[src/rtl/iob_plic_claim_master_pkg.sv]
// Shared definitions for the PLIC claim/complete initiator.
// This covers the FSM state encoding and the spurious-ID rule.
package iob_plic_claim_master_pkg;

  localparam int STATE_W  = 3;
  localparam int MAX_ID_W = 64;

  typedef enum logic [STATE_W-1:0] {
    ST_IDLE          = 3'd0,
    ST_CLAIM_REQ     = 3'd1,
    ST_CLAIM_WAIT    = 3'd2,
    ST_DELIVER       = 3'd3,
    ST_SERVICE       = 3'd4,
    ST_COMPLETE_REQ  = 3'd5,
    ST_COMPLETE_WAIT = 3'd6
  } state_t;

  // A claim that returns ID 0 means the PLIC had nothing pending for us.
  function automatic logic is_spurious_id(input logic [MAX_ID_W-1:0] id_bits);
    return (id_bits == {MAX_ID_W{1'b0}});
  endfunction

endpackage

[src/rtl/iob_plic_claim_master_if.sv]
// IOb request/response bus between the claim initiator and the PLIC target registers.
interface iob_plic_claim_master_if #(
  parameter int ADDR_W = 16,
  parameter int DATA_W = 32
) ();
  logic                valid;
  logic [ADDR_W-1:0]   address;
  logic [DATA_W-1:0]   wdata;
  logic [DATA_W/8-1:0] wstrb;
  logic [DATA_W-1:0]   rdata;
  logic                ready;

  modport master (
    output valid, address, wdata, wstrb,
    input  rdata, ready
  );

  modport slave (
    input  valid, address, wdata, wstrb,
    output rdata, ready
  );
endinterface

[src/rtl/iob_plic_cm_timeout.sv]
// Loadable down-counter used to bound how long the initiator waits for IOb ready.
// Loaded while a request is issued, so the limit hits on wait cycle 2**W-1.
module iob_plic_cm_timeout #(
  parameter int W = 8
) (
  input  logic clk,
  input  logic rst,
  input  logic i_load,
  input  logic i_run,
  output logic o_expired
);

  localparam logic [W-1:0] LOAD_VAL = W'((2 ** W) - 2);

  logic [W-1:0] r_cnt;

  // Count down while waiting; park at zero until reloaded.
  always_ff @(posedge clk or posedge rst) begin
    if (rst) begin
      r_cnt <= {W{1'b0}};
    end else if (i_load) begin
      r_cnt <= LOAD_VAL;
    end else if (i_run && (r_cnt != {W{1'b0}})) begin
      r_cnt <= r_cnt - W'(1);
    end else begin
      r_cnt <= r_cnt;
    end
  end

  assign o_expired = i_run && (r_cnt == {W{1'b0}});

endmodule

[src/rtl/iob_plic_claim_master.sv]
// IOb initiator for one PLIC target: claims an interrupt ID on irq and hands it to a consumer.
// It then writes the same ID back once the consumer signals done.
module iob_plic_claim_master
  import iob_plic_claim_master_pkg::*;
#(
  parameter int              ADDR_W     = 16,
  parameter int              DATA_W     = 32,
  parameter int              ID_W       = 7,
  parameter logic [ADDR_W-1:0] CLAIM_ADDR = {ADDR_W{1'b0}},
  parameter int              TIMEOUT_W  = 8,
  parameter int              CNT_W      = 16
) (
  input  logic                   clk,
  input  logic                   rst,
  input  logic                   i_en,
  input  logic                   i_irq,
  iob_plic_claim_master_if.master iob,
  output logic                   o_id_valid,
  output logic [ID_W-1:0]        o_id,
  input  logic                   i_id_ready,
  input  logic                   i_done,
  output logic                   o_busy,
  output logic                   o_err,
  input  logic                   i_err_clr,
  output logic [CNT_W-1:0]       o_claim_cnt,
  output logic [CNT_W-1:0]       o_spur_cnt
);

  state_t              r_state;
  state_t              w_next;
  logic                r_valid;
  logic [ADDR_W-1:0]   r_address;
  logic [DATA_W-1:0]   r_wdata;
  logic [DATA_W/8-1:0] r_wstrb;
  logic [ID_W-1:0]     r_id;
  logic                r_id_valid;
  logic                r_busy;
  logic                r_err;
  logic [CNT_W-1:0]    r_claim_cnt;
  logic [CNT_W-1:0]    r_spur_cnt;

  logic w_spurious;
  logic w_expired;
  logic w_tmo_load;
  logic w_tmo_run;
  logic w_capture;
  logic w_spur_hit;
  logic w_claim_done;
  logic w_timeout;
  logic w_unused;

  assign w_spurious = is_spurious_id(MAX_ID_W'(iob.rdata[ID_W-1:0]));
  assign w_tmo_load = (r_state == ST_CLAIM_REQ) || (r_state == ST_COMPLETE_REQ);
  assign w_tmo_run  = (r_state == ST_CLAIM_WAIT) || (r_state == ST_COMPLETE_WAIT);
  assign w_unused   = ^iob.rdata;

  iob_plic_cm_timeout #(
    .W (TIMEOUT_W)
  ) u_timeout (
    .clk       (clk),
    .rst       (rst),
    .i_load    (w_tmo_load),
    .i_run     (w_tmo_run),
    .o_expired (w_expired)
  );

  // Next-state decode plus the single-cycle events that update counters and flags.
  always_comb begin
    w_next       = r_state;
    w_capture    = 1'b0;
    w_spur_hit   = 1'b0;
    w_claim_done = 1'b0;
    w_timeout    = 1'b0;
    case (r_state)
      ST_IDLE: begin
        if (i_en && i_irq) w_next = ST_CLAIM_REQ;
        else               w_next = ST_IDLE;
      end
      ST_CLAIM_REQ: w_next = ST_CLAIM_WAIT;
      ST_CLAIM_WAIT: begin
        if (iob.ready) begin
          if (w_spurious) begin
            w_spur_hit = 1'b1;
            w_next     = ST_IDLE;
          end else begin
            w_capture = 1'b1;
            w_next    = ST_DELIVER;
          end
        end else if (w_expired) begin
          w_timeout = 1'b1;
          w_next    = ST_IDLE;
        end else begin
          w_next = ST_CLAIM_WAIT;
        end
      end
      ST_DELIVER: begin
        if (i_id_ready) w_next = ST_SERVICE;
        else            w_next = ST_DELIVER;
      end
      ST_SERVICE: begin
        if (i_done) w_next = ST_COMPLETE_REQ;
        else        w_next = ST_SERVICE;
      end
      ST_COMPLETE_REQ: w_next = ST_COMPLETE_WAIT;
      ST_COMPLETE_WAIT: begin
        if (iob.ready) begin
          w_claim_done = 1'b1;
          w_next       = ST_IDLE;
        end else if (w_expired) begin
          w_timeout = 1'b1;
          w_next    = ST_IDLE;
        end else begin
          w_next = ST_COMPLETE_WAIT;
        end
      end
      default: w_next = ST_IDLE;
    endcase
  end

  // State register; reset abandons any transfer in flight.
  always_ff @(posedge clk or posedge rst) begin
    if (rst) r_state <= ST_IDLE;
    else     r_state <= w_next;
  end

  // IOb request: valid pulses one cycle after a *_REQ state, payload held until the next request.
  always_ff @(posedge clk or posedge rst) begin
    if (rst) begin
      r_valid   <= 1'b0;
      r_address <= {ADDR_W{1'b0}};
      r_wdata   <= {DATA_W{1'b0}};
      r_wstrb   <= {(DATA_W/8){1'b0}};
    end else if (r_state == ST_CLAIM_REQ) begin
      r_valid   <= 1'b1;
      r_address <= CLAIM_ADDR;
      r_wdata   <= {DATA_W{1'b0}};
      r_wstrb   <= {(DATA_W/8){1'b0}};
    end else if (r_state == ST_COMPLETE_REQ) begin
      r_valid   <= 1'b1;
      r_address <= CLAIM_ADDR;
      r_wdata   <= DATA_W'(r_id);
      r_wstrb   <= {(DATA_W/8){1'b1}};
    end else begin
      r_valid   <= 1'b0;
      r_address <= r_address;
      r_wdata   <= r_wdata;
      r_wstrb   <= r_wstrb;
    end
  end

  // Claimed ID and stream/busy flags, aligned with the state they describe.
  always_ff @(posedge clk or posedge rst) begin
    if (rst) begin
      r_id       <= {ID_W{1'b0}};
      r_id_valid <= 1'b0;
      r_busy     <= 1'b0;
    end else begin
      r_id       <= w_capture ? iob.rdata[ID_W-1:0] : r_id;
      r_id_valid <= (w_next == ST_DELIVER);
      r_busy     <= (w_next != ST_IDLE);
    end
  end

  // Sticky timeout flag; a fresh timeout beats a simultaneous clear.
  always_ff @(posedge clk or posedge rst) begin
    if (rst)            r_err <= 1'b0;
    else if (w_timeout) r_err <= 1'b1;
    else if (i_err_clr) r_err <= 1'b0;
    else                r_err <= r_err;
  end

  // Saturating statistics counters.
  always_ff @(posedge clk or posedge rst) begin
    if (rst) begin
      r_claim_cnt <= {CNT_W{1'b0}};
      r_spur_cnt  <= {CNT_W{1'b0}};
    end else begin
      if (w_claim_done && (r_claim_cnt != {CNT_W{1'b1}})) r_claim_cnt <= r_claim_cnt + CNT_W'(1);
      else                                                 r_claim_cnt <= r_claim_cnt;
      if (w_spur_hit && (r_spur_cnt != {CNT_W{1'b1}}))    r_spur_cnt  <= r_spur_cnt + CNT_W'(1);
      else                                                 r_spur_cnt  <= r_spur_cnt;
    end
  end

  assign iob.valid   = r_valid;
  assign iob.address = r_address;
  assign iob.wdata   = r_wdata;
  assign iob.wstrb   = r_wstrb;
  assign o_id        = r_id;
  assign o_id_valid  = r_id_valid;
  assign o_busy      = r_busy;
  assign o_err       = r_err;
  assign o_claim_cnt = r_claim_cnt;
  assign o_spur_cnt  = r_spur_cnt;

endmodule

[src/flat_wrapper.sv]
// flat-port wrapper written by rule: the top's interface ports become plain ports
module iob_plic_claim_master_flat import iob_plic_claim_master_pkg::*;
#(
  parameter int              ADDR_W     = 16,
  parameter int              DATA_W     = 32,
  parameter int              ID_W       = 7,
  parameter logic [ADDR_W-1:0] CLAIM_ADDR = {ADDR_W{1'b0}},
  parameter int              TIMEOUT_W  = 8,
  parameter int              CNT_W      = 16
)
  (clk, rst, i_en, i_irq, o_id_valid, o_id, i_id_ready, i_done, o_busy, o_err, i_err_clr, o_claim_cnt, o_spur_cnt, iob_valid, iob_address, iob_wdata, iob_wstrb, iob_rdata, iob_ready);
  iob_plic_claim_master_if #(.ADDR_W(ADDR_W), .DATA_W(DATA_W)) iob_i ();
  input  logic clk;
  input  logic rst;
  input  logic i_en;
  input  logic i_irq;
  output logic o_id_valid;
  output logic [ID_W-1:0] o_id;
  input  logic i_id_ready;
  input  logic i_done;
  output logic o_busy;
  output logic o_err;
  input  logic i_err_clr;
  output logic [CNT_W-1:0] o_claim_cnt;
  output logic [CNT_W-1:0] o_spur_cnt;
  output wire logic [$bits(iob_i.valid)-1:0] iob_valid;
  output wire logic [$bits(iob_i.address)-1:0] iob_address;
  output wire logic [$bits(iob_i.wdata)-1:0] iob_wdata;
  output wire logic [$bits(iob_i.wstrb)-1:0] iob_wstrb;
  input wire logic [$bits(iob_i.rdata)-1:0] iob_rdata;
  input wire logic [$bits(iob_i.ready)-1:0] iob_ready;
  assign iob_valid = iob_i.valid;
  assign iob_address = iob_i.address;
  assign iob_wdata = iob_i.wdata;
  assign iob_wstrb = iob_i.wstrb;
  assign iob_i.rdata = iob_rdata;
  assign iob_i.ready = iob_ready;
  iob_plic_claim_master #(.ADDR_W(ADDR_W), .DATA_W(DATA_W), .ID_W(ID_W), .CLAIM_ADDR(CLAIM_ADDR), .TIMEOUT_W(TIMEOUT_W), .CNT_W(CNT_W)) u_core (.clk(clk), .rst(rst), .i_en(i_en), .i_irq(i_irq), .iob(iob_i), .o_id_valid(o_id_valid), .o_id(o_id), .i_id_ready(i_id_ready), .i_done(i_done), .o_busy(o_busy), .o_err(o_err), .i_err_clr(i_err_clr), .o_claim_cnt(o_claim_cnt), .o_spur_cnt(o_spur_cnt));
endmodule
[config.mk]
export PLATFORM = sky130hd
export DESIGN_NAME = iob_plic_claim_master_flat
export DESIGN_NICKNAME = d
export VERILOG_FILES = /design/src/rtl/iob_plic_claim_master_pkg.sv /design/src/rtl/iob_plic_claim_master_if.sv /design/src/rtl/iob_plic_cm_timeout.sv /design/src/rtl/iob_plic_claim_master.sv /design/src/flat_wrapper.sv
export SDC_FILE = /design/constraint.sdc
export NUM_CORES = 1
export LEC_CHECK = 0
export CAP_MARGIN = 20
export CORE_AREA = 2 2 89 91
export DETAILED_ROUTE_END_ITERATION = 7
export DIE_AREA = 0 0 91 93
export PLACE_DENSITY = 0.83
export SKIP_CTS_REPAIR_TIMING = 1
export SLEW_MARGIN = 15
export SYNTH_ARGS = -nofsm -noshare
export SYNTH_HDL_FRONTEND = slang
export SYNTH_HIERARCHICAL = 1
export SYNTH_SLANG_ARGS = --single-unit
[constraint.sdc]
create_clock -name clk -period 3.6 [get_ports clk]
set_input_delay 0.9 -clock clk [delete_from_list [all_inputs] [get_ports clk]]
set_output_delay 0.9 -clock clk [all_outputs]
set_load 0.05 [all_outputs]
Word-level counts from Yosys, hierarchy flattened --
Index checks and enable logic that the tools add are counted.
Cells by class: bitwise operators 0, div/mod/pow operators 0, equal/unequal tests 9, magnitude comparators 0, $mul 0, muxes and demuxes 32, reductions and logical operators 16, add/sub/neg operators 3, shift-type cells 0
Operators with widths (count):
- $mux 32 | 2
- $add 16x1->16 const B | 2
- $mux 16 | 2
- $ne 16x16->1 const B | 2
- $pmux 3 s7 | 1
- $mux 1 | 17
- $mux 8 | 2
- $mux 3 | 4
- $eq 3x2->1 const B | 3
- $eq 3x3->1 const B | 3
- $logic_not 8->1 | 1
- $mux 4 | 2
- $reduce_bool 8->1 | 1
- $sub 8x1->8 const B | 1
- $logic_not 7->1 | 1
- $reduce_bool 2->1 | 3
- $logic_and 1x1->1 | 5
- $mux 2 | 2
- $eq 3x1->1 const B | 1
- $logic_not 3->1 | 1
- $reduce_bool 3->1 | 1
- $logic_or 1x1->1 | 2
- $reduce_or 2->1 | 1
Storage, ports and cells: output and inout bits 95, memory bits (read-only) 0, flip-flop bits (word level) 106, logic and storage cells 72, memories 0, latch bits 0, bits of input ports 40, bits in writable memories 0

Longest topological paths before layout --
word-level depth 7, mapped depth 8, mapped depth without buffers 8

By module --
The synthesis kept the hierarchy.
Modules (own cells, without submodules):
- iob_plic_claim_master | area an instance 2957.8 µm², times used 1, cells an instance 285
- iob_plic_cm_timeout | area an instance 467.9 µm², times used 1, cells an instance 46

Worst setup path before layout --
OpenSTA, ideal clock, no wires.
kind in2reg, from in iob_rdata[2], to reg u_core.r_spur_cnt[14], in the netlist u_core/o_spur_cnt[14], arrival 2.029 ns, data required time 3.475 ns, setup slack 1.447 ns, path buffers 0, cell stages on the path 4, path through nor4_4 > nand4_2 > nor3_1 > mux2_2
On the way: longest elaborated chain between the ends 5
Ends and longest elaborated chain:
- start, declared | RTL line flat_wrapper.sv:30 | input wire logic [$bits(iob_i.rdata)-1:0] iob_rdata;
- $logic_not 7->1 | RTL line iob_plic_claim_master_pkg.sv:20 | return (id_bits == {MAX_ID_W{1'b0}});
- $mux 1 | RTL line iob_plic_claim_master.sv:82 | if (w_spurious) begin
- $mux 1 | RTL line iob_plic_claim_master.sv:81 | if (iob.ready) begin
- $mux 1 | RTL line iob_plic_claim_master.sv:74 | case (r_state)
- $logic_and 1x1->1 | RTL line iob_plic_claim_master.sv:180 | if (w_spur_hit && (r_spur_cnt != {CNT_W{1'b1}})) r_spur_cnt <= r_spur_cnt + CNT_W'(1);
- end signal, assigned | RTL line iob_plic_claim_master.sv:176 | r_spur_cnt <= {CNT_W{1'b0}};
- end signal, assigned | RTL line iob_plic_claim_master.sv:180
- end signal, assigned | RTL line iob_plic_claim_master.sv:181 | else r_spur_cnt <= r_spur_cnt;
- end, declared | RTL line iob_plic_claim_master.sv:40 | logic [CNT_W-1:0] r_spur_cnt;
Every way passes these cells. A chain may end at the register's enable or synchronous reset.

Worst setup path in the final report --
from reg u_core.r_claim_cnt[6], in the netlist u_core/o_claim_cnt[6], to out o_claim_cnt[6]
RTL lines:
- start, declared | RTL line iob_plic_claim_master.sv:39 | logic [CNT_W-1:0] r_claim_cnt;
- start signal, assigned | RTL line iob_plic_claim_master.sv:175 | r_claim_cnt <= {CNT_W{1'b0}};
- start signal, assigned | RTL line iob_plic_claim_master.sv:178 | if (w_claim_done && (r_claim_cnt != {CNT_W{1'b1}})) r_claim_cnt <= r_claim_cnt + CNT_W'(1);
- start signal, assigned | RTL line iob_plic_claim_master.sv:179 | else r_claim_cnt <= r_claim_cnt;
- end, declared | RTL line flat_wrapper.sv:24 | output logic [CNT_W-1:0] o_claim_cnt;
No word-level cell between the ends.

==> flow_summary.ini <==
[timing]
period_minus_slack_ns = 2.66
hold_violations = 0
fmax_ghz = 0.376
finClkSkew_ns = 0.00981
max_slew_margin_pct = 50.0
fin_ws_ns = 0.937
final-setup-viol-count = 0
fin_setup_tns_ns = 0
grt_setup_unrepaired = false
slew_viol_final = 0
holdWs_ns = 0.490
period_share_pct = 74.0
worstMarginPinSlew_ns = 0.744

[critical_path]
worstPathMaxFanout = 9
critPathLaunchType = flop
r2r_slack_ns = 1.49
r2r_cells = 8
worstSetupEndpointType = output port
cp_top_family = buffers and inverters
worstPathArrival_ns = 1.76
slowest_delay_ns = 0.87
timing.rr.end = u_core/o_busy$_DFF_PP0_
cp_slowest_cell = clkdlybuf4s50_1
critPathKind = reg2out
crit_buf_inv = 1
cp_data_required_time_ns = 2.70
path_cells = clkdlybuf4s50_1
timing.rr.start = u_core/r_state[1]$_DFF_PP0_

[clocking]
clock-root-buffer = clkbuf_8
clk_path_buf_depth = 2
cts_tree = yes
h-tree-depth = 3
cts.sinks = 62
cts.clk_slew.worst_paths_ns = 0.07
cts_buffers = 9
clkLatencyLatePin_ns = 0.34

[drt]
drtAntennaViolNets = 0
vias_per_cell = 5.20
drt-total-wl_um = 7260
drc = 0
wl_per_cell_um = 14.3
vias = 2634
drt_iter0_markers = 140
firstDrtPassIters = 4

[floorplan]
core_um2 = 7530
initial_core_util_pct = 45.5
rows = 32
io_pins = 135
dieArea_um2 = 8460
fp.dieW_um = 91
chipHeight_um = 93

[cells_and_area]
synthToLayoutAreaGrowth_pct = 22.3
fin_nets = 443
drive_gt1_share_pct = 11.4
ff_latch_area_um2 = 1550
fin_util_pct = 55.7
design_area_um2 = 4190
fillers = 679
multi_input_area_um2 = 1590
diodes = 0

[global_route]
grt_usage_pct = 17.7
first_global_vias = 2469
antenna_found_initial = 0
grt_start_max_net_pins = 30
globalRoute.totalOverflow = 0
grt_pass1_wl_um = 11800

[outcome]
status = completed

[hold_path]
min_path_type = reg2reg
worstHoldPathCells = 2
hp-start = u_core/iob.wdata[0]$_DFFE_PP0P_
worstHoldEndpoint = u_core/iob.wdata[0]$_DFFE_PP0P_

[synthesis]
yosysWarnings = 6
synthesis.area_um2 = 3430
synth.largest_area_cell = dfrtp_1
synth_edf_count = 0
yosys-top-cells-area = dfrtp_1, buf_4, xor2_1
synth.distinct_cells = 61
ys_seq_area_share_pct = 45.3
synth_top_area_share_pct = 45.3
postSynth.asyncResetShare_pct = 100
synth_flop_cell = dfrtp_1
syn_avg_cell_area_um2 = 10.3
ys_seq_elements = 62
synthCells = 331

[power_and_ir_drop]
power_density_nw_per_um2 = 633
ir_worst_vdd_uv = 231
leakagePower_nw = 1.86

[placement]
dp_hpwl_um = 5330
io_buffers = 68
pre_cts_slack_ns = 0.711
place.gp.congestion = 0.786
dpl_cell_area_um2 = 4020

[run]
maxCapViolations = 0
## logic make-up (layout without fill, tap and decap cells)
kind of cell,Yosys count,after routing,share of synthesized area (%)
flops,62,62,45.3
compound gates,38,38,7.89
buf+inv,66,100,12.6
mux,15,15,4.82
fa+ha+maj,3,3,1.10
other cells,1,41,0.109
xor+xnor,27,27,6.90
simple gates,119,119,21.3
## metrics by stage
step	power (mW)	instances
3_5_place_dp	2.14	491
5_1_grt	2.78	507
4_1_cts	2.67	507
2_1_floorplan	1.85	371
3_3_place_gp	2.10	491
6_report	2.65	507
## sequential cells by signal, indices dropped and copies added (netlist names)
name and count:
u_core/o_spur_cnt 16, u_core/o_err 1, u_core/r_state 3, u_core/o_claim_cnt 16
u_core/u_timeout/r_cnt 8, u_core/o_id 7, u_core/iob.wstrb 1, u_core/o_busy 1
u_core/o_id_valid 1, u_core/iob.wdata 7, u_core/iob.valid 1
## how the worst max path moves through the flow
stage	startpoint	endpoint	slack, ns	depth (start not counted)
after global routing	u_core/o_claim_cnt[6]$_DFFE_PP0P_	o_claim_cnt[6]	0.89	1
after floorplan	rst	u_core/iob.valid$_DFF_PP0_	1.39	1
final	u_core/o_claim_cnt[6]$_DFFE_PP0P_	o_claim_cnt[6]	0.94	1
after CTS	u_core/o_claim_cnt[6]$_DFFE_PP0P_	o_claim_cnt[6]	0.93	1
after detailed placement	iob_rdata[2]	u_core/o_spur_cnt[14]$_DFFE_PP0P_	0.71	5
after global placement	iob_rdata[2]	u_core/o_spur_cnt[14]$_DFFE_PP0P_	0.72	5
## layer usage
metal	wire length, µm	up-vias	global-route usage (%)
li1	-	1233	-
met5	0	-	0
met2	3580	108	30.1
met1	3110	1275	21.2
met4	199	0	10.4
met3	375	18	3.14
## Yosys cell counts (2+ instances only)
cell type,count
mux2_2,12
nand4_1,7
nand3b_1,2
nand2_1,28
nor3_2,2
nor4_1,8
inv_1,13
o211ai_1,2
nor2b_1,3
buf_4,44
nor2_1,13
a21oi_1,4
xor2_1,21
clkbuf_1,2
nor3_1,10
and2_1,2
nor3b_1,3
a32o_1,2
nand2b_1,3
a211oi_1,3
ha_1,3
nor4_2,2
xnor2_1,6
a31oi_1,2
mux2i_1,3
nand3_1,11
and3_1,7
and4_1,4
dfrtp_1,62
o21ai_0,11
o2111ai_1,3
buf_2,4
## placed cells by master, fill, tap and decap left out, types with 3 or more instances in the layout
master           count
a211oi_1             3
a21oi_1              4
and3_1               7
and4_1               4
buf_4                3
clkbuf_8            10
clkdlybuf4s50_1     68
clkinv_2             3
conb_1              41
dfrtp_1             62
ha_1                 3
inv_1               12
mux2_2              12
mux2i_1              3
nand2_1             28
nand2b_1             3
nand3_1             11
nand4_1              7
nor2_1              13
nor2b_1              3
nor3_1              10
nor3b_1              3
nor4_1               8
o2111ai_1            3
o21ai_0             11
xnor2_1              6
xor2_1              21
## final cells by class
cell class | instances | share of cell area, %
Clock buffer | 12 | 3.46
Tap cell | 102 | 3.05
Clock inverter | 4 | 0.537
Multi-Input combinational cell | 243 | 38.0
Timing Repair Buffer | 71 | 16.8
Sequential cell | 62 | 37.0
Inverter | 13 | 1.16
## worst register-to-register path, cell delays in order, from the launching register on
cell and delay, ns:
dfrtp_1 0.45, inv_1 0.13, nor2_1 0.27, nand4bb_1 0.19, nor2b_1 0.20, nor3_1 0.08, a32o_1 0.27, a41oi_1 0.27
nand3b_1 0.13
## where the power goes
part	internal, mW	switching [mW]
Clock	0.265	0.264
Combinational	0.375	0.767
Sequential	0.837	0.144
Total	1.48	1.18
(Power assumes the default switching activity.)
